File: config.mk
export PLATFORM = sky130hd
export DESIGN_NAME = ranging_scheduler
export DESIGN_NICKNAME = d
export VERILOG_FILES = /design/src/rtl/ranging_scheduler.sv
export SDC_FILE = /design/constraint.sdc
export NUM_CORES = 1
export LEC_CHECK = 0
export CAP_MARGIN = 15
export CORE_ASPECT_RATIO = 1.4
export CORE_MARGIN = 5
export CORE_UTILIZATION = 40
export DETAILED_ROUTE_END_ITERATION = 10
export GPL_TIMING_DRIVEN = 0
export SYNTH_ARGS = -nofsm -noshare
export SYNTH_HDL_FRONTEND = slang
export SYNTH_SLANG_ARGS = --single-unit
File: constraint.sdc
create_clock -name clk -period 2.05 [get_ports clk]
set_clock_uncertainty 0.05 [all_clocks]
set_input_delay 0.41 -clock clk [delete_from_list [all_inputs] [get_ports clk]]
set_output_delay 0.41 -clock clk [all_outputs]
set_load 0.02 [all_outputs]
File: src/rtl/ranging_scheduler.sv
// Round-robin ping scheduler: shares one hc_sr04 ranging core across up to four sensors,
// enforces trigger spacing, aborts lost echoes and publishes tagged results with proximity alarms.
module ranging_scheduler #(
    parameter int NUM_SENS       = 4,
    parameter int PERIOD_CYCLES  = 720000,
    parameter int TIMEOUT_CYCLES = 360000,
    parameter int ALARM_CM       = 20
) (
    input  logic        clk,
    input  logic        rst_n,
    input  logic        enable,
    input  logic        core_ready,
    input  logic [15:0] core_distance_cm,
    output logic        measure,
    output logic        core_abort,
    output logic [1:0]  sel,
    output logic        busy,
    output logic        result_valid,
    output logic [1:0]  result_id,
    output logic [15:0] result_cm,
    output logic        result_timeout,
    output logic [3:0]  alarm
);

    localparam int              CW         = $clog2(PERIOD_CYCLES);
    localparam logic [CW-1:0]   PER_LAST   = CW'(PERIOD_CYCLES - 1);
    localparam logic [CW-1:0]   TMO_LAST   = CW'(TIMEOUT_CYCLES - 1);
    localparam logic [CW-1:0]   CNT_MAX    = {CW{1'b1}};
    localparam logic [CW-1:0]   CNT_ONE    = CW'(1);
    localparam logic [1:0]      SEL_LAST   = 2'(NUM_SENS - 1);
    localparam logic [3:0]      ALARM_MASK = 4'((1 << NUM_SENS) - 1);
    localparam logic [15:0]     ALARM_TH   = 16'(ALARM_CM);

    typedef enum logic [1:0] {
        S_IDLE    = 2'd0,
        S_START   = 2'd1,
        S_BUSY    = 2'd2,
        S_HOLDOFF = 2'd3
    } state_t;

    state_t        state_q, state_d;
    logic [CW-1:0] per_cnt_q, per_cnt_d;
    logic [CW-1:0] tmo_cnt_q, tmo_cnt_d;
    logic          seen_low_q, seen_low_d;
    logic [1:0]    sel_q, sel_d;
    logic          measure_q, measure_d;
    logic          abort_q, abort_d;
    logic          busy_q, busy_d;
    logic          valid_q, valid_d;
    logic [1:0]    id_q, id_d;
    logic [15:0]   cm_q, cm_d;
    logic          to_q, to_d;
    logic [3:0]    alarm_q, alarm_d;

    // Next-state, counter and result computation for the scheduler FSM
    always_comb begin
        state_d    = state_q;
        per_cnt_d  = (per_cnt_q == CNT_MAX) ? per_cnt_q : per_cnt_q + CNT_ONE;
        tmo_cnt_d  = (tmo_cnt_q == CNT_MAX) ? tmo_cnt_q : tmo_cnt_q + CNT_ONE;
        seen_low_d = seen_low_q;
        sel_d      = sel_q;
        measure_d  = 1'b0;
        abort_d    = 1'b0;
        valid_d    = 1'b0;
        id_d       = id_q;
        cm_d       = cm_q;
        to_d       = to_q;
        alarm_d    = alarm_q;
        case (state_q)
            S_IDLE: begin
                if (enable && core_ready) begin
                    state_d   = S_START;
                    measure_d = 1'b1;
                end else begin
                    state_d = S_IDLE;
                end
            end
            S_START: begin
                per_cnt_d  = '0;
                tmo_cnt_d  = '0;
                seen_low_d = 1'b0;
                state_d    = S_BUSY;
            end
            S_BUSY: begin
                if (!core_ready) begin
                    seen_low_d = 1'b1;
                end else begin
                    seen_low_d = seen_low_q;
                end
                // A genuine completion beats a simultaneous timeout, so it is tested first
                if (core_ready && seen_low_q) begin
                    state_d          = S_HOLDOFF;
                    valid_d          = 1'b1;
                    id_d             = sel_q;
                    cm_d             = core_distance_cm;
                    to_d             = 1'b0;
                    alarm_d[sel_q]   = (core_distance_cm < ALARM_TH);
                end else if (tmo_cnt_q == TMO_LAST) begin
                    state_d          = S_HOLDOFF;
                    abort_d          = 1'b1;
                    valid_d          = 1'b1;
                    id_d             = sel_q;
                    cm_d             = 16'hFFFF;
                    to_d             = 1'b1;
                    alarm_d[sel_q]   = 1'b0;
                end else begin
                    state_d = S_BUSY;
                end
            end
            S_HOLDOFF: begin
                if (per_cnt_q >= PER_LAST) begin
                    sel_d = (sel_q >= SEL_LAST) ? 2'd0 : sel_q + 2'd1;
                    if (enable && core_ready) begin
                        state_d   = S_START;
                        measure_d = 1'b1;
                    end else begin
                        state_d = S_IDLE;
                    end
                end else begin
                    state_d = S_HOLDOFF;
                end
            end
            default: begin
                state_d = S_IDLE;
            end
        endcase
        alarm_d = alarm_d & ALARM_MASK;
        busy_d  = (state_d != S_IDLE);
    end

    // State and registered outputs, cleared asynchronously
    always_ff @(posedge clk or negedge rst_n) begin
        if (!rst_n) begin
            state_q    <= S_IDLE;
            per_cnt_q  <= '0;
            tmo_cnt_q  <= '0;
            seen_low_q <= 1'b0;
            sel_q      <= 2'd0;
            measure_q  <= 1'b0;
            abort_q    <= 1'b0;
            busy_q     <= 1'b0;
            valid_q    <= 1'b0;
            id_q       <= 2'd0;
            cm_q       <= 16'd0;
            to_q       <= 1'b0;
            alarm_q    <= 4'd0;
        end else begin
            state_q    <= state_d;
            per_cnt_q  <= per_cnt_d;
            tmo_cnt_q  <= tmo_cnt_d;
            seen_low_q <= seen_low_d;
            sel_q      <= sel_d;
            measure_q  <= measure_d;
            abort_q    <= abort_d;
            busy_q     <= busy_d;
            valid_q    <= valid_d;
            id_q       <= id_d;
            cm_q       <= cm_d;
            to_q       <= to_d;
            alarm_q    <= alarm_d;
        end
    end

    assign measure        = measure_q;
    assign core_abort     = abort_q;
    assign sel            = sel_q;
    assign busy           = busy_q;
    assign result_valid   = valid_q;
    assign result_id      = id_q;
    assign result_cm      = cm_q;
    assign result_timeout = to_q;
    assign alarm          = alarm_q;

endmodule
# Word level (Yosys, flattened, before mapping)
# Cells that the tools add are included.
classes:
  n_addsub: 3
  n_lt_le_gt_ge: 5
  eq_ne: 9
  n_mux: 31
  n_bitwise: 2
  n_reduce_logical: 10
op_table:
  columns: ["cell", "count"]
  rows:
  - ["$mux 20", 4]
  - ["$add 20x1->20 const B", 2]
  - ["$eq 20x20->1 const B", 2]
  - ["$mux 16", 2]
  - ["$eq 20x19->1 const B", 1]
  - ["$ge 20x20->1 const B", 1]
  - ["$lt 16x5->1 const B", 1]
  - ["$mux 1", 14]
  - ["$mux 2", 4]
  - ["$mux 4", 2]
  - ["$pmux 2 s4", 1]
  - ["$reduce_and 2->1", 3]
  - ["$reduce_bool 2->1", 3]
  - ["$and 4x4->4", 1]
  - ["$bwmux 4", 1]
  - ["$eq 2x2->1 const B", 2]
  - ["$ne 2x1->1 const B", 2]
  - ["$not 4->4", 1]
  - ["$pmux 1 s2", 2]
  - ["$logic_and 1x1->1", 3]
  - ["$lt 2x3->1 const B", 1]
  - ["$add 2x1->2 const B", 1]
  - ["$demux 1 s2", 1]
  - ["$eq 2x1->1 const B", 1]
  - ["other kinds (4)", 4]
word_totals:
  regBits: 72
  in_bits: 20
  out_inout_bits: 29

# Logic depth before layout (Yosys ltp)
# Gate-level depths: netlist of the first run.
logic_depth:
  word_depth: 8
  depth_mapped: 8
  depth_no_buf: 7

# Worst setup path before layout of the first run
# OpenSTA, ideal clock, no wires.
synth_timing:
  kind: "reg2reg"
  from: "register per_cnt_q[0]"
  to: "register per_cnt_q[19]"
  setup_ps: 128
  t_arrival_ps: 1681
  required_time_ps: 1872
  setup_slack_ps: 191
  path_stages_with_launch: 7
  synth_period_minus_slack_ps: 1859
  cell_sequence: "dfrtp_1 ha_1 nand3_4 or3_4 o211ai_2 nor4_1 mux2_1"
synth_between:
  elab_chain_cells: 3
synth_lines:
  columns: ["item", "line_no", "rtl"]
  rows:
  - ["from (decl)", "42", "logic [CW-1:0] per_cnt_q, per_cnt_d;"]
  - ["from (signal assigned)", "149", "per_cnt_q <= per_cnt_d;"]
  - ["$add 20x1->20", "58", "per_cnt_d = (per_cnt_q == CNT_MAX) ? per_cnt_q : per_cnt_q + CNT_ONE;"]
  - ["$mux 20", "58", null]
  - ["$mux 20", "69", "case (state_q)"]
# Parallel ways exist; a longest one is shown, timed or not. The select of a mux whose other input is x is not followed.
# A chain may end at the register's enable or synchronous reset.

# Final worst setup path of the first run
layout_timing:
  from: "register per_cnt_q[4]"
  to: "register per_cnt_q[19]"
# The elaborated chain is that of the path after synthesis.

==> impl_metrics.env, run 1 <==
export IMPL_outcome="completed"
export IMPL_cts_sink_count=72
export IMPL_power_frac_clock=0.307
export IMPL_synth_fp_nets=430
export IMPL_fillers=826
export IMPL_worstPathArrival_ns=2.11
export IMPL_synth_most_common_cell="nor2_1"
export IMPL_syn_cell_area_um2=3720
export IMPL_reg2reg_slack_ns=0.1
export IMPL_drtIter0Drc=166
export IMPL_placed_area_um2=4360
export IMPL_switching_share=0.317
export IMPL_cts_root_buf="clkbuf_16"
export IMPL_clkLatencyLatePin_ns=0.33
export IMPL_start_kind="flop"
export IMPL_r2r_end="per_cnt_q[19]"
export IMPL_endpoint="per_cnt_q[19]"
export IMPL_p_total_mw=4.78
export IMPL_drc_errors=0
export IMPL_holdWs_ns=0.435
export IMPL_design_die_area_um2=11300
export IMPL_synth_area_leaders="dfrtp_1, nor2_1, a21oi_1, xnor2_1, ha_1"
export IMPL_fmax_mhz=512
export IMPL_hold_violations=0
export IMPL_comb_power_share=0.301
export IMPL_switchingPower_mw=1.51
export IMPL_crit_path_start="per_cnt_q[4]"
export IMPL_dieWidth_um=91.5
export IMPL_nNetsFinal=492
export IMPL_core_rowCount=41
export IMPL_core_area_um2=9030
export IMPL_post_drt_wl_per_cell_um=14.4
export IMPL_rsz0062_at_grt="false"
export IMPL_gp_congestion=0.823
export IMPL_grt_first_pass_wirelength_um=13800
export IMPL_routed_wl_um=8180
export IMPL_crit_required_ns=2.21
export IMPL_synthCells=399
export IMPL_r2r_start="per_cnt_q[4]"
export IMPL_postRouteAntennaNets=0
export IMPL_vdd_ir_drop_max_uv=607
export IMPL_cap_viol_max_count=0
export IMPL_synth_seq_cells=72
export IMPL_yosys_most_used_dff="dfrtp_1"
export IMPL_diodes=0
export IMPL_ff2ff_path_depth=5
export IMPL_yosysTopAreaCell="dfrtp_1"
export IMPL_timing_final_crit_share=0.953
export IMPL_io_pins=49
export IMPL_avgSynthCellArea_um2=9.31
export IMPL_slowest_delay_ns=0.41
export IMPL_cts_tree="yes"
export IMPL_clockBufferDepth=2
export IMPL_crit_fanout=7
export IMPL_dp_worst_setup_slack_ns=-0.434
export IMPL_vias_per_cell=5.42
export IMPL_cp_slowest_cell="dfrtp_1"
export IMPL_final_max_slew_viol_count=0
export IMPL_ys_top_cells_by_count="nor2_1, dfrtp_1, a21oi_1"
export IMPL_grt_use_total=0.150
export IMPL_period_minus_slack_ns=1.95
export IMPL_crit_chain="nand3_2 > nor4_2 > o211ai_4 > nor4_1 > mux2_1"
export IMPL_crit_type="flop to flop"
export IMPL_yosysUniqueCellTypes=52
export IMPL_clk_pin_slew_worst_paths_ns=0.05
export IMPL_fin_area_um2=4750
export IMPL_report_final_setup_viol=0
export IMPL_fin_ws_ns=0.0963
export IMPL_antenna_found_initial=0
export IMPL_p_per_area_nw_per_um2=1010
export IMPL_p_int_mw=3.27
export IMPL_grt_pass1_vias=2904
export IMPL_synth_top_area_frac=0.485
export IMPL_end_kind="flop"
export IMPL_numPortBuffers=48
export IMPL_synth_enable_flop_cells=0
export IMPL_p_leak_nw=1.97
export IMPL_worstMarginPinSlew_ns=0.497
export IMPL_grt_max_degree=56
export IMPL_vias=3089
export IMPL_htreeDepth=3
export IMPL_synth_seq_area_share=0.485
export IMPL_drive_above_1_share=0.114
export IMPL_slew_limit_headroom=0.660
export IMPL_dp_hpwl_um=5960
export IMPL_synthArstFlopShare=1.00
export IMPL_synth_warnings=0
export IMPL_initial_core_util=0.412
export IMPL_dr_pass1_iters=4
export IMPL_fp_dieH_um=124
export IMPL_seq_power_share=0.392
export IMPL_syn2layout_area_growth_pct=27.7
export IMPL_hp_class="flop to flop"
export IMPL_overflow=0
export IMPL_finalSetupTns_ns=0
export IMPL_cts_buffers=9
power by group through the flow:
| stage | logic [mW] | registers [mW] | clock network (mW) |
|---|---|---|---|
| after floorplan | 0.648 | 2.06 | 0 |
| after global placement | 1.40 | 1.88 | 0 |
| after detailed placement | 1.42 | 1.89 | 0 |
| after CTS | 1.44 | 1.87 | 1.50 |
| after global routing | 1.59 | 1.91 | 1.56 |
| final | 1.44 | 1.87 | 1.47 |
stage by stage:
step / utilization / instances
3_5_place_dp: 0.482 / 555
2_1_floorplan: - / 399
4_1_cts: 0.518 / 569
6_report: 0.526 / 570
3_3_place_gp: 0.480 / 554
5_1_grt: 0.526 / 570
sequential cells by signal, summed over array words and instances (netlist names):
name            count
per_cnt_q          20
tmo_cnt_q          20
result_cm          16
alarm               4
result_id           2
sel                 2
state_q             2
busy                1
core_abort          1
measure             1
result_timeout      1
result_valid        1
seen_low_q          1
how the worst min path moves through the flow:
stage | start | end | cells past startpoint
6_report | result_cm[11] | result_cm[11] | 1
5_1_grt | result_cm[11] | result_cm[11] | 1
4_1_cts | result_cm[11] | result_cm[11] | 1
3_5_place_dp | rst_n | result_valid | 1
3_3_place_gp | result_cm[11] | result_cm[11] | 1
2_1_floorplan | rst_n | alarm[0] | 0
cell usage in the layout (no fill, tap or decap), drive strengths merged, types with 2 or more instances in the layout:
cell	synthesis	layout
and4	3	3
o21ai	12	12
o211ai	2	2
nor2b	2	2
or4	4	4
o21a	2	2
nor2	74	74
mux2i	2	2
a31oi	3	3
xor2	12	12
clkdlybuf4s50	0	47
nand4	12	12
nor4b	2	2
inv	13	13
nand2	28	28
a211oi	4	4
clkbuf	9	22
nand3	22	22
or2	2	2
a2111oi	2	2
ha	11	11
and3	5	5
buf	7	10
a311oi	2	2
or3	6	6
xnor2	16	16
o22a	2	2
nor4	6	6
nor3	13	13
a21oi	33	33
dfrtp	72	72
mux2	5	5
per-layer routing:
metal,track usage,up-vias,part of all wire
li1,-,1529,-
met1,0.186,1489,0.45
met2,0.250,63,0.49
met3,0.0369,8,0.049
met4,0.0633,0,0.012
met5,0,-,0
worst max-delay path: cells and delay by family (launching register included):
kind            cells  cell delay [ns]
flops               1             0.41
simple gates        3             0.87
compound gates      1             0.15
mux                 1             0.35
cell type report:
cell class              count  area [um^2]  area share
multi-input cells         298         1880       0.396
repair buffers             52          531       0.112
clock buffers              13          280      0.0591
flip-flops and latches     72         1800       0.380
plain buffers              15         71.3      0.0150
well taps                 107          134      0.0282
inverters                  13         48.8      0.0103
cells by family (layout without fill, tap and decap cells):
logic type	count (synthesis)	in the layout	share of synthesized area
adders and majority gates	11	11	0.0370
xor gates and xnor gates	28	28	0.0660
AOI/OAI and AO/OA	70	70	0.117
and+or+nand+nor	182	182	0.241
DFF	72	72	0.485
buffers and inverters	29	93	0.0333
muxes	7	7	0.0205
repair_timing:
action                                  in CTS  in global routing
resized for setup                            6                 14
cloned                                       0                  0
pin swaps                                    0                  3
hold buffers                                 1                  0
endpoints found under the setup margin      34                 42
hold endpoints to repair                    17                  0
setup buffers                                0                  2
Power figures use the tool's default switching activity.
==> run 2, diff against run 1 <==
--- a/config.mk
+++ b/config.mk
@@ -6,4 +6,5 @@
 export NUM_CORES = 1
 export LEC_CHECK = 0
+export ABC_AREA = 1
 export CAP_MARGIN = 15
 export CORE_ASPECT_RATIO = 1.4
==> constraint.sdc (replaced) <==
create_clock -name clk -period 1.69 [get_ports clk]
set_clock_uncertainty 0.05 [all_clocks]
set_input_delay 0.338 -clock clk [delete_from_list [all_inputs] [get_ports clk]]
set_output_delay 0.338 -clock clk [all_outputs]
set_load 0.01 [all_outputs]
==> run 2 against run 1 <==
  * Power rose by 42%
  * Critical path depth rose by 3
  * Die area rose by 3.4%
  * Via count rose by 18%
  * Synthesized cell count rose by 25%
  * The flow now finishes with violations (setup timing)
  * Cell count rose by 22%
  * Routed wire length rose by 28%
  * Sequential cell count did not move
  * Utilization rose by 3.0 points
  * Non-clock buffer count rose by 12
==> impl_metrics.env, run 2 <==
export IMPL_outcome="finished with violations"
export IMPL_violations="setup timing"
export IMPL_numPortBuffers=48
export IMPL_p_leak_nw=2.53
export IMPL_layout_common_cells="nand2_1, dfrtp_1, inv_1"
export IMPL_worstMarginPinSlew_ns=0.594
export IMPL_initial_core_util=0.408
export IMPL_vdd_ir_drop_max_uv=635
export IMPL_synth_most_common_cell="nand2_1"
export IMPL_antenna_found_initial=0
export IMPL_synth_enable_flop_cells=0
export IMPL_reg2reg_slack_ns=-0.02
export IMPL_cts_buffers=9
export IMPL_timing_final_crit_share=1.01
export IMPL_fin_area_um2=5250
export IMPL_clk_pin_slew_worst_paths_ns=0.06
export IMPL_dr_pass1_iters=4
export IMPL_syn2layout_area_growth_pct=36.2
export IMPL_synth_area_leaders="dfrtp_1, nand2_1, inv_1, nand3_1, nor2_1"
export IMPL_yosysUniqueCellTypes=34
export IMPL_crit_fanout=8
export IMPL_postRouteAntennaNets=0
export IMPL_grt_use_total=0.183
export IMPL_drc_errors=0
export IMPL_worstPathArrival_ns=1.93
export IMPL_dieWidth_um=93.0
export IMPL_synth_seq_cells=72
export IMPL_core_area_um2=9460
export IMPL_vias=3651
export IMPL_hold_violations=0
export IMPL_start_kind="flop"
export IMPL_wl_met2_um=5390
export IMPL_routed_wl_um=10500
export IMPL_synth_top_area_frac=0.467
export IMPL_wl_met1_um=4230
export IMPL_vias_per_cell=5.26
export IMPL_syn_cell_area_um2=3860
export IMPL_nNetsFinal=610
export IMPL_synthCells=498
export IMPL_dp_hpwl_um=7410
export IMPL_io_pins=49
export IMPL_yosys_area_share_simple=0.325
export IMPL_synth_fp_nets=529
export IMPL_ys_top_cells_by_count="nand2_1, dfrtp_1, inv_1"
export IMPL_p_per_area_nw_per_um2=1290
export IMPL_final_max_slew_viol_count=0
export IMPL_crit_path_start="tmo_cnt_q[1]"
export IMPL_synth_top_family_by_area="simple AND/OR/NAND/NOR gates"
export IMPL_end_kind="flop"
export IMPL_overflow=0
export IMPL_hp_class="primary input to asynchronous set/reset pin"
export IMPL_synthArstFlopShare=1.00
export IMPL_avgSynthCellArea_um2=7.74
export IMPL_fp_dieH_um=126
export IMPL_yosys_most_used_dff="dfrtp_1"
export IMPL_htreeDepth=3
export IMPL_p_total_mw=6.78
export IMPL_gp_congestion=0.897
export IMPL_synth_adder_area_share=0.0357
export IMPL_cts_root_buf="clkbuf_16"
export IMPL_diodes=0
export IMPL_r2r_end="tmo_cnt_q[14]"
export IMPL_dr_wl_met3_um=665
export IMPL_fin_ws_ns=-0.0197
export IMPL_crit_type="flop to flop"
export IMPL_slew_limit_headroom=0.601
export IMPL_clockBufferDepth=2
export IMPL_cap_viol_max_count=0
export IMPL_placed_area_um2=4500
export IMPL_final_common_cell="nand2_1"
export IMPL_synth_mux_area_frac=0
export IMPL_cts_tree="yes"
export IMPL_crit_required_ns=1.91
export IMPL_synth_warnings=0
export IMPL_report_final_setup_viol=6
export IMPL_synth_seq_area_share=0.467
export IMPL_yosysTopAreaCell="dfrtp_1"
export IMPL_rsz0062_at_grt="true"
export IMPL_cts_sink_count=72
export IMPL_top_layer="met4"
export IMPL_clkLatencyLatePin_ns=0.34
export IMPL_drive_above_1_share=0.178
export IMPL_drtIter0Drc=274
export IMPL_period_minus_slack_ns=1.71
export IMPL_fmax_mhz=585
export IMPL_design_die_area_um2=11700
export IMPL_grt_first_pass_wirelength_um=17200
export IMPL_grt_pass1_vias=3655
export IMPL_core_rowCount=42
export IMPL_synth_compound_area_share=0.0902
export IMPL_ff2ff_path_depth=8
export IMPL_post_drt_wl_per_cell_um=15.1
export IMPL_grt_max_degree=47
export IMPL_synth_xor_area_share=0.00227
export IMPL_r2r_start="tmo_cnt_q[1]"
==> run 2: cell count changes after synthesis, sizes merged, moves of 7 or more <==
cell	previous run	this run
nand2	28	123
o21ai	12	22
nor3	13	23
nand3	22	51
or2	2	9
nor2	74	55
xor2	12	1
a21oi	33	19
xnor2	16	0
inv	13	68
==> run 2: cell type report <==
cell class,count,area [um^2]
Fill cell,871,4210
Multi-Input combinational cell,349,1950
Sequential cell,72,1810
Timing Repair Buffer,71,702
Inverter,68,260
Clock buffer,11,243
Tap cell,110,138
Clock inverter,5,80.1
Buffer,8,71.3
==> run 2: kinds of logic after synthesis <==
| kind of cell | after synthesis |
|---|---|
| simple gates | 278 |
| buf+inv | 77 |
| flops | 72 |
| compound gates | 59 |
| fa+ha+maj | 11 |
| xor+xnor | 1 |
==> run 2: how the worst max path moves through the flow <==
stage	to	slack, ns
finish	tmo_cnt_q[14]	-0.02
global route	tmo_cnt_q[3]	-0.13
CTS	alarm[3]	-0.009
detailed placement	alarm[3]	-0.52
global placement	result_id[1]	-2.40
floorplan	tmo_cnt_q[11]	0.06
==> run 2: through the flow <==
| step | hold WS, ns | cells | setup slack [ns] | setup TNS (ns) | util |
|---|---|---|---|---|---|
| 3_5_place_dp | 0.248 | 657 | -0.524 | -23.25 | 0.476 |
| 2_1_floorplan | -0.00759 | 498 | 0.0590 | 0 | - |
| 5_1_grt | 0.452 | 694 | -0.128 | -1.97 | 0.555 |
| 6_report | 0.427 | 694 | -0.0197 | -0.0637 | 0.555 |
| 3_3_place_gp | 0.415 | 656 | -2.40 | -194.53 | 0.473 |
| 4_1_cts | 0.430 | 683 | -0.00926 | -0.00926 | 0.527 |
==> run 2: report_power, final <==
group	switching, mW	total [mW]	internal (mW)	leakage (nW)
combinational	1.23	2.27	1.05	1.46
clock	0.746	2.08	1.33	0.152
sequential	0.328	2.43	2.11	0.924
total	2.30	6.78	4.48	2.53
==> run 2: layer usage <==
layer	track usage	vias to the layer above
met4	0.0708	0
li1	-	1786
met1	0.207	1739
met5	0	-
met2	0.319	108
met3	0.0555	18
==> run 2: repair_timing <==
action                                 4_1_cts  5_1_grt
buffers inserted                            10        9
pin swaps                                    0       19
setup endpoints to repair                   73       66
endpoints found under the hold margin       26        0
hold buffers                                 1        0
resized for setup                           29       46
gates cloned                                 0        2
==> run 2: critical path: stages, from the launching register on <==
cell and delay, ns:
dfrtp_1 0.39, ha_4 0.18, nand3_4 0.10, nor2_4 0.15, nand2_4 0.08, nor3_4 0.23
nand3_4 0.19, clkbuf_16 0.22, nand2_2 0.06
